--- src/rtl/alu_pkg.sv ---
// ---------------------------------------------------------------------------
// alu_pkg
// Shared types and sizing helpers for the ALU datapath blocks.
//
// Contents:
//   div_state_t  - state encoding for the sequential divider
//                  (IDLE, RUN, FIX, DONE); FIX is only reachable when the
//                  divider is built with SEQ_DIVIDER_SIGNED_EN defined
//   div_cnt_w()  - width of the divider's step counter for a given
//                  operand width, enough to hold the value WIDTH itself
// ---------------------------------------------------------------------------
package alu_pkg;

  // Explicit two-bit encoding so the state register has a fixed, known
  // layout regardless of which optional features are compiled in.
  typedef enum logic [1:0] {
    IDLE = 2'd0,
    RUN  = 2'd1,
    FIX  = 2'd2,
    DONE = 2'd3
  } div_state_t;

  // The counter is loaded with WIDTH, so it needs clog2(WIDTH+1) bits.
  function automatic int div_cnt_w(input int width);
    return $clog2(width + 1);
  endfunction

endpackage

--- src/rtl/div_step.sv ---
// ---------------------------------------------------------------------------
// div_step
// One combinational restoring-division step.
//
// The partial remainder is shifted left by one, taking in the next dividend
// bit, and the divisor is trial-subtracted. If the shifted value is at
// least the divisor, the difference becomes the new partial remainder and
// the quotient bit is 1. Otherwise the shifted value is kept (restored)
// and the quotient bit is 0.
//
// Ports:
//   r       in   WIDTH  current partial remainder (always < d)
//   q_msb   in   1      next dividend bit shifted into the remainder
//   d       in   WIDTH  divisor
//   r_next  out  WIDTH  partial remainder after this step
//   q_bit   out  1      quotient bit produced by this step
// ---------------------------------------------------------------------------
module div_step #(
  parameter int WIDTH = 8
) (
  input  logic [WIDTH-1:0] r,
  input  logic             q_msb,
  input  logic [WIDTH-1:0] d,
  output logic [WIDTH-1:0] r_next,
  output logic             q_bit
);

  logic [WIDTH:0]   shifted;
  logic [WIDTH-1:0] trial;

  // Because r < d, the shifted value is below 2*d. Whenever the
  // subtraction succeeds, the difference is below d, so it fits in WIDTH
  // bits. The sign of the full-width difference therefore reduces to a
  // plain magnitude compare, and the low WIDTH bits of the difference are
  // enough.
  always_comb begin
    shifted = {r, q_msb};
    trial   = shifted[WIDTH-1:0] - d;
    q_bit   = (shifted >= {1'b0, d});
    r_next  = q_bit ? trial : shifted[WIDTH-1:0];
  end

endmodule

--- src/rtl/seq_divider.sv ---
// ---------------------------------------------------------------------------
// seq_divider
// Iterative restoring divider for the ALU. It produces one quotient bit per
// clock and uses a start/busy/done handshake, so the ALU control FSM can
// issue a divide and then stall until the result is ready.
//
// Optional feature (macro SEQ_DIVIDER_SIGNED_EN):
//   Adds the signed_op input. A signed divide works on operand magnitudes
//   and then spends one extra FIX cycle restoring the result signs.
//
// Ports:
//   clk          in   1      system clock, all state on the rising edge
//   rst_n        in   1      synchronous active-low reset
//   start        in   1      divide request, honoured only in IDLE or DONE
//   dividend     in   WIDTH  numerator, captured on an accepted start
//   divisor      in   WIDTH  denominator, captured on an accepted start
//   signed_op    in   1      (SEQ_DIVIDER_SIGNED_EN only) two's complement
//   busy         out  1      divide in progress
//   done         out  1      one-cycle pulse, results valid
//   div_by_zero  out  1      captured divisor was zero; held until the
//                            next accepted start
//   quotient     out  WIDTH  result quotient, held until the next result
//   remainder    out  WIDTH  result remainder, held until the next result
// ---------------------------------------------------------------------------
module seq_divider
  import alu_pkg::*;
#(
  parameter int WIDTH = 8
) (
  input  logic             clk,
  input  logic             rst_n,
  input  logic             start,
  input  logic [WIDTH-1:0] dividend,
  input  logic [WIDTH-1:0] divisor,
`ifdef SEQ_DIVIDER_SIGNED_EN
  input  logic             signed_op,
`endif
  output logic             busy,
  output logic             done,
  output logic             div_by_zero,
  output logic [WIDTH-1:0] quotient,
  output logic [WIDTH-1:0] remainder
);

  localparam int CNT_W = div_cnt_w(WIDTH);

  div_state_t       state;
  logic [WIDTH-1:0] r_reg;
  logic [WIDTH-1:0] q_reg;
  logic [WIDTH-1:0] d_reg;
  logic [CNT_W-1:0] count;
  logic [WIDTH-1:0] quot_reg;
  logic [WIDTH-1:0] rem_reg;
  logic             dbz_reg;

  logic [WIDTH-1:0] step_r;
  logic             step_bit;
  logic [WIDTH-1:0] q_next;
  logic [WIDTH-1:0] dividend_mag;
  logic [WIDTH-1:0] divisor_mag;
  logic             accept;

`ifdef SEQ_DIVIDER_SIGNED_EN
  logic             sign_op_reg;
  logic             neg_q;
  logic             neg_r;

  // A signed divide runs the unsigned datapath on magnitudes. The most
  // negative value maps onto itself, and read as unsigned that is exactly
  // its magnitude.
  always_comb begin
    dividend_mag = (signed_op && dividend[WIDTH-1]) ? (~dividend + WIDTH'(1)) : dividend;
    divisor_mag  = (signed_op && divisor[WIDTH-1])  ? (~divisor + WIDTH'(1))  : divisor;
  end
`else
  // In the unsigned-only build the operands go straight into the datapath.
  always_comb begin
    dividend_mag = dividend;
    divisor_mag  = divisor;
  end
`endif

  // A new divide can only be taken when no divide is in flight.
  always_comb begin
    accept = start && ((state == IDLE) || (state == DONE));
    q_next = {q_reg[WIDTH-2:0], step_bit};
  end

  div_step #(.WIDTH(WIDTH)) u_step (
    .r      (r_reg),
    .q_msb  (q_reg[WIDTH-1]),
    .d      (d_reg),
    .r_next (step_r),
    .q_bit  (step_bit)
  );

  // Main sequencer. {r_reg, q_reg} acts as one shift register: dividend
  // bits leave q_reg at the top, and quotient bits enter it at the bottom.
  // Result registers change only when a result is produced, so the ALU
  // result mux sees stable values between divides. A divide by zero skips
  // the iteration and reports its result right away.
  always_ff @(posedge clk) begin
    if (!rst_n) begin
      state    <= IDLE;
      r_reg    <= '0;
      q_reg    <= '0;
      d_reg    <= '0;
      count    <= '0;
      quot_reg <= '0;
      rem_reg  <= '0;
      dbz_reg  <= 1'b0;
`ifdef SEQ_DIVIDER_SIGNED_EN
      sign_op_reg <= 1'b0;
      neg_q       <= 1'b0;
      neg_r       <= 1'b0;
`endif
    end else begin
      case (state)
        IDLE, DONE: begin
          if (accept) begin
            r_reg   <= '0;
            q_reg   <= dividend_mag;
            d_reg   <= divisor_mag;
            count   <= CNT_W'(WIDTH);
            dbz_reg <= 1'b0;
`ifdef SEQ_DIVIDER_SIGNED_EN
            sign_op_reg <= signed_op;
            neg_q       <= signed_op && (dividend[WIDTH-1] ^ divisor[WIDTH-1]);
            neg_r       <= signed_op && dividend[WIDTH-1];
`endif
            if (divisor == '0) begin
              quot_reg <= '1;
              rem_reg  <= dividend;
              dbz_reg  <= 1'b1;
              state    <= DONE;
            end else begin
              state    <= RUN;
            end
          end else begin
            state <= IDLE;
          end
        end

        RUN: begin
          r_reg <= step_r;
          q_reg <= q_next;
          count <= count - CNT_W'(1);
          if (count == CNT_W'(1)) begin
`ifdef SEQ_DIVIDER_SIGNED_EN
            if (sign_op_reg) begin
              state <= FIX;
            end else begin
              quot_reg <= q_next;
              rem_reg  <= step_r;
              state    <= DONE;
            end
`else
            quot_reg <= q_next;
            rem_reg  <= step_r;
            state    <= DONE;
`endif
          end
        end

`ifdef SEQ_DIVIDER_SIGNED_EN
        // The quotient is negative when the operand signs differ. The
        // remainder takes the dividend's sign, as in truncating division.
        FIX: begin
          quot_reg <= neg_q ? (~q_reg + WIDTH'(1)) : q_reg;
          rem_reg  <= neg_r ? (~r_reg + WIDTH'(1)) : r_reg;
          state    <= DONE;
        end
`endif

        default: state <= IDLE;
      endcase
    end
  end

  // Handshake outputs decode straight from the state register, so done
  // is high for exactly the single DONE cycle.
  always_comb begin
    busy        = (state == RUN) || (state == FIX);
    done        = (state == DONE);
    div_by_zero = dbz_reg;
    quotient    = quot_reg;
    remainder   = rem_reg;
  end

endmodule

--- config.mk ---
export PLATFORM = sky130hd
export DESIGN_NAME = seq_divider
export DESIGN_NICKNAME = d
export VERILOG_FILES = /design/src/rtl/alu_pkg.sv /design/src/rtl/div_step.sv /design/src/rtl/seq_divider.sv
export SDC_FILE = /design/constraint.sdc
export NUM_CORES = 1
export LEC_CHECK = 0
export CORE_UTILIZATION = 50
export CTS_BUF_LIST = sky130_fd_sc_hd__clkbuf_4
export CTS_CLUSTER_SIZE = 30
export DETAILED_ROUTE_END_ITERATION = 16
export PLACE_DENSITY = 0.8
export RECOVER_POWER = 25
export SLEW_MARGIN = 20
export SYNTH_ARGS = -nofsm -noshare
export SYNTH_HDL_FRONTEND = slang
export SYNTH_SLANG_ARGS = --single-unit
--- constraint.sdc ---
create_clock -name clk -period 4.3 [get_ports clk]
set_input_delay 0.86 -clock clk [delete_from_list [all_inputs] [get_ports clk]]
set_output_delay 0.86 -clock clk [all_outputs]
set_load 0.02 [all_outputs]
# --- After elaboration in Yosys (flattened, before gate mapping) ---
# Cells that the tools add are included.
word_totals:
  input_bits: 19
  elab_cells: 48
  reg_bits: 47
  output_inout_bits: 19
op_classes:
  n_reduce_logical: 10
  eq_ne: 7
  n_addsub: 2
  magnitude_cmp: 1
  n_mux: 20
op_table:
  columns: ["op", "n"]
  rows:
  - ["$mux W8", 9]
  - ["$pmux W8 S2", 4]
  - ["$ge A9 B8 Y1", 1]
  - ["$logic_not A8 Y1", 1]
  - ["$pmux W4 S2", 1]
  - ["$sub A8 B8 Y8", 1]
  - ["$mux W2", 3]
  - ["$ne A2 B2 Y1 const B", 3]
  - ["$eq A2 B2 Y1 const B", 2]
  - ["$eq A4 B1 Y1 const B", 1]
  - ["$mux W4", 1]
  - ["$pmux W2 S2", 1]
  - ["$reduce_and A2 Y1", 2]
  - ["$reduce_and A4 Y1", 1]
  - ["$sub A4 B1 Y4 const B", 1]
  - ["$eq A2 B1 Y1 const B", 1]
  - ["$logic_not A2 Y1", 1]
  - ["$logic_or A1 B1 Y1", 2]
  - ["$reduce_bool A2 Y1", 1]
  - ["$reduce_or A2 Y1", 1]
  - ["$logic_and A1 B1 Y1", 1]
  - ["$mux W1", 1]

# --- Depth between registers and ports, before layout ---
depth:
  word_depth: 5
  mapped_depth: 10
  ltp_nobuf: 9

# --- Cells and area by module ---
# From an unflattened synthesis, not the netlist that was laid out.
hier_totals:
  hier_cells: 296
  area_unflattened_um2: 2695.1
modules_own_cells:
  columns: ["mod", "seq_area_each_um2", "area_per_inst_um2", "instances", "cells_per_inst"]
  rows:
  - ["seq_divider", 940.9, 2155.8, 1, 230]
  - ["div_step", 0.0, 539.3, 1, 66]

# --- Worst setup path before layout ---
# OpenSTA, ideal clock, no wires.
synth_path:
  path_type: "input to register"
  from: "input divisor[0]"
  to: "register rem_reg[0], in the netlist remainder[0]"
  n_path_buf: 2
  path_slack_ps: 2282
  arrival_ps: 1952
  cell_stages: 7
  setup_time_ps: 66
  required_time_ps: 4234
  cell_sequence: "nor4_2 -> nand3_2 -> a21oi_4 -> buf_6 -> buf_6 -> o21ai_2 -> a21oi_2"
synth_via:
  elab_chain_cells: 3
synth_rtl:
  columns: ["element", "line_no", "text"]
  rows:
  - ["from (decl)", "seq_divider.sv:34", "input logic [WIDTH-1:0] divisor,"]
  - ["$logic_not A8 Y1", "seq_divider.sv:131", "if (divisor == '0) begin"]
  - ["$ne A2 B2 Y1 (no source line)", null, null]
  - ["$reduce_and A4 Y1 (no source line)", null, null]
  - ["to (signal assigned)", "seq_divider.sv:133", "rem_reg <= dividend;"]
  - ["to (signal assigned)", "seq_divider.sv:159", "rem_reg <= step_r;"]
  - ["to (decl)", "seq_divider.sv:53", "logic [WIDTH-1:0] rem_reg;"]
# No other way between the ends.
# A chain may end at the register's enable or synchronous reset.

# --- Final worst setup path ---
layout_path:
  from: "input start"
  to: "register rem_reg[7], in the netlist remainder[7]"
layout_via:
  elab_chain_cells: 3
layout_rtl:
  columns: ["element", "line_no", "text"]
  rows:
  - ["from (decl)", "seq_divider.sv:32", "input logic start,"]
  - ["$logic_and A1 B1 Y1", "seq_divider.sv:85", "accept = start && ((state == IDLE) || (state == DONE));"]
  - ["$ne A2 B2 Y1 (no source line)", null, null]
  - ["$reduce_and A4 Y1 (no source line)", null, null]
# No other way between the ends.

==> load_flow_metrics.sql <==
INSERT INTO impl_metrics (metric_group, metric, value, unit) VALUES
('pwr', 'power.net_switching', '0.931', 'mW'),
('timing', 'timing.final.crit_share', '65.0', '%'),
('cells_and_area', 'synthToLayoutAreaGrowth', '16.2', '%'),
('synthesis', 'synth-main-ff-cell', 'dfxtp_1', ''),
('cells_and_area', 'num-nets-final', '363', ''),
('synthesis', 'synth_top_cell_by_area', 'dfxtp_1', ''),
('min_path', 'min-delay-path-class', 'flop to flop', ''),
('timing', 'min_period', '2.79', 'ns'),
('critical_path', 'cpPeakStageDelay', '0.59', 'ns'),
('timing', 'setup_viol_count_final', '0', ''),
('cells_and_area', 'fill_cells', '479', ''),
('global_route', 'via_count_of_the_first_global_routing_pass', '1902', ''),
('critical_path', 'setup.worst_path.start_class', 'primary input', ''),
('clocking', 'cts-root-to-sink-buffers', '2', ''),
('timing', 'report.final.slew_viol_count', '0', ''),
('drt', 'detail_route.wirelength', '5.61', 'mm'),
('critical_path', 'timing_worst_setup_path_type', 'primary input to flop', ''),
('clocking', 'cts.root.buffer_cell', 'clkbuf_4', ''),
('synthesis', 'post_synth_num_cell_types', '56', ''),
('pwr', 'worst_ir_drop_vdd', '496', 'uV'),
('critical_path', 'critPathSlowestCell', 'a21oi_4', ''),
('cells_and_area', 'final_core_util', '60.2', '%'),
('timing', 'finClkSkew', '0.00550', 'ns'),
('cells_and_area', 'mostFrequentLayoutCell', 'nand2_1', ''),
('pwr', 'internal-power', '1.13', 'mW'),
('critical_path', 'crit_required', '4.60', 'ns'),
('floorplan', 'initial_util', '51.8', '%'),
('clocking', 'cts.repair_timing.setup_buffer_count', '0', ''),
('placement', 'numPlacedInstances', '393', ''),
('cells_and_area', 'layoutNonFillerInstCount', '401', ''),
('global_route', 'total_routing_resource_utilization_after_global_routing', '20.9', '%'),
('synthesis', 'seq_area_frac_synth', '35.6', '%'),
('synthesis', 'synth-async-reset-ratio', '0', '%'),
('floorplan', 'io_pins', '38', ''),
('synthesis', 'synth_largest_type_area_fraction', '35.6', '%'),
('timing', 'fin_tns_setup', '0', 'ns'),
('pwr', 'power.share.clock', '9.8', '%'),
('pwr', 'power.density', '669', 'mW/mm^2'),
('placement', 'hpwlAfterDp', '4.15', 'mm'),
('global_route', 'antenna_violations_before_repair', '0', ''),
('status', 'outcome', 'complete, no violations', ''),
('synthesis', 'synthesis.yosys.warnings', '0', ''),
('clocking', 'cts.sink_count', '47', ''),
('synthesis', 'synth.ff_latch_count', '47', ''),
('clocking', 'ctsResizeCount', '0', ''),
('drt', 'drt_iter0_drc', '131', ''),
('cells_and_area', 'final-seq-area', '941', 'sq um'),
('floorplan', 'floorplan.die_area', '0.00559', 'sq mm'),
('floorplan', 'die_w', '74.8', 'um'),
('global_route', 'grt_overflow_total', '0', ''),
('critical_path', 'cp_cell_sequence', 'dlygate4sd3_1 > and2_1 > nand3_2 > a21oi_4 > o211ai_1 > a31o_1 > a31oi_1', ''),
('drt', 'avgViaCountPerCell', '5.52', ''),
('clocking', 'worst_skew_pair.late_latency', '0.36', 'ns'),
('critical_path', 'endpoint_class_of_the_critical_path', 'flop', ''),
('cells_and_area', 'antenna_cells_inserted', '0', ''),
('synthesis', 'avgSynthCellArea', '8.82', 'sq um'),
('floorplan', 'rows', '26', ''),
('critical_path', 'critical_path.max_fanout', '24', ''),
('synthesis', 'syn_nets', '333', ''),
('critical_path', 'crit_family', 'compound AO/OA/AOI/OAI gates', ''),
('critical_path', 'worstPathBufferInverterCount', '1', ''),
('clocking', 'cts-buffers-inserted', '5', ''),
('synthesis', 'synth_cells', '300', ''),
('cells_and_area', 'multiInputGateArea', '0.00154', 'sq mm'),
('drt', 'drt_first_pass_iters', '4', ''),
('placement', 'place.port_buffers', '37', ''),
('critical_path', 'critical_path_arrival', '3.09', 'ns'),
('floorplan', 'die_height', '74.8', 'um'),
('clocking', 'post_cts_hold_buffer_count', '0', ''),
('timing', 'max-slew-margin-rel', '46.5', '%'),
('synthesis', 'post_syn_area', '0.00265', 'sq mm');
[final cells by class]
cell class / count / share of cell area, %
clock buffer: 6 / 1.47
clock inverter: 2 / 0.244
inverter: 19 / 2.32
multi-input combinational: 218 / 50.1
sequential: 47 / 30.6
tap: 70 / 2.85
timing repair buffer: 39 / 12.4
[stage by stage]
step                      total power [mW]  area [sq um]  hold slack [ns]
final                                 2.06          3070            0.477
after global routing                  2.21          3070            0.504
after global placement                1.83          3030            0.453
after floorplan                       1.60          2650            0.444
after CTS                             2.06          3080            0.475
after detailed placement              1.86          3030            0.458
[cells by family after synthesis]
family,after synthesis,share of synthesized area (%)
buf+inv,35,6.24
simple gates,103,20.5
xor+xnor,4,1.32
fa+ha+maj,14,6.90
flops,47,35.6
mux,13,4.96
compound gates,84,24.5
[cell usage after synthesis (all sizes together) (4+ instances only)]
cell	n
o211a	15
nor3	4
and3	5
and2	5
a21boi	12
o21ai	17
nand3b	10
inv	19
a21oi	14
mux2i	12
nand3	9
dfxtp	47
nand2	50
clkbuf	8
nor2b	8
buf	8
nor2	4
ha	13
[worst register-to-register path: cells and delay by family, from the launching register on]
family / cells / cell delay, ns
simple gates: 2 / 0.58
fa+ha+maj: 1 / 0.37
buf+inv: 1 / 0.06
compound gates: 4 / 1.13
flops: 1 / 0.40
[layer usage]
layer	up-vias	track usage [%]	part of all wire, %
met2	46	32.5	48
met4	0	7.34	1.1
met5	-	0	0
met3	6	4.55	3.4
li1	1131	-	-
met1	1031	28.5	48
[worst paths after layout]
check        slack (ns)     start  cells past startpoint      endpoint
min reg2reg        0.48  d_reg[5]                      2      d_reg[5]
max reg2reg        1.71  state[0]                      8  remainder[7]
min                0.48  d_reg[5]                      2      d_reg[5]
max                1.51     start                      7  remainder[7]
[power by group through the flow]
stage               sequential (mW)  combinational, mW  clock [mW]
floorplan                     0.666              0.930           0
global placement              0.645               1.18           0
detailed placement            0.650               1.21           0
CTS                           0.640               1.21       0.206
global route                  0.653               1.33       0.223
finish                        0.642               1.21       0.202
Note: power is estimated with default switching activity, not from simulation.
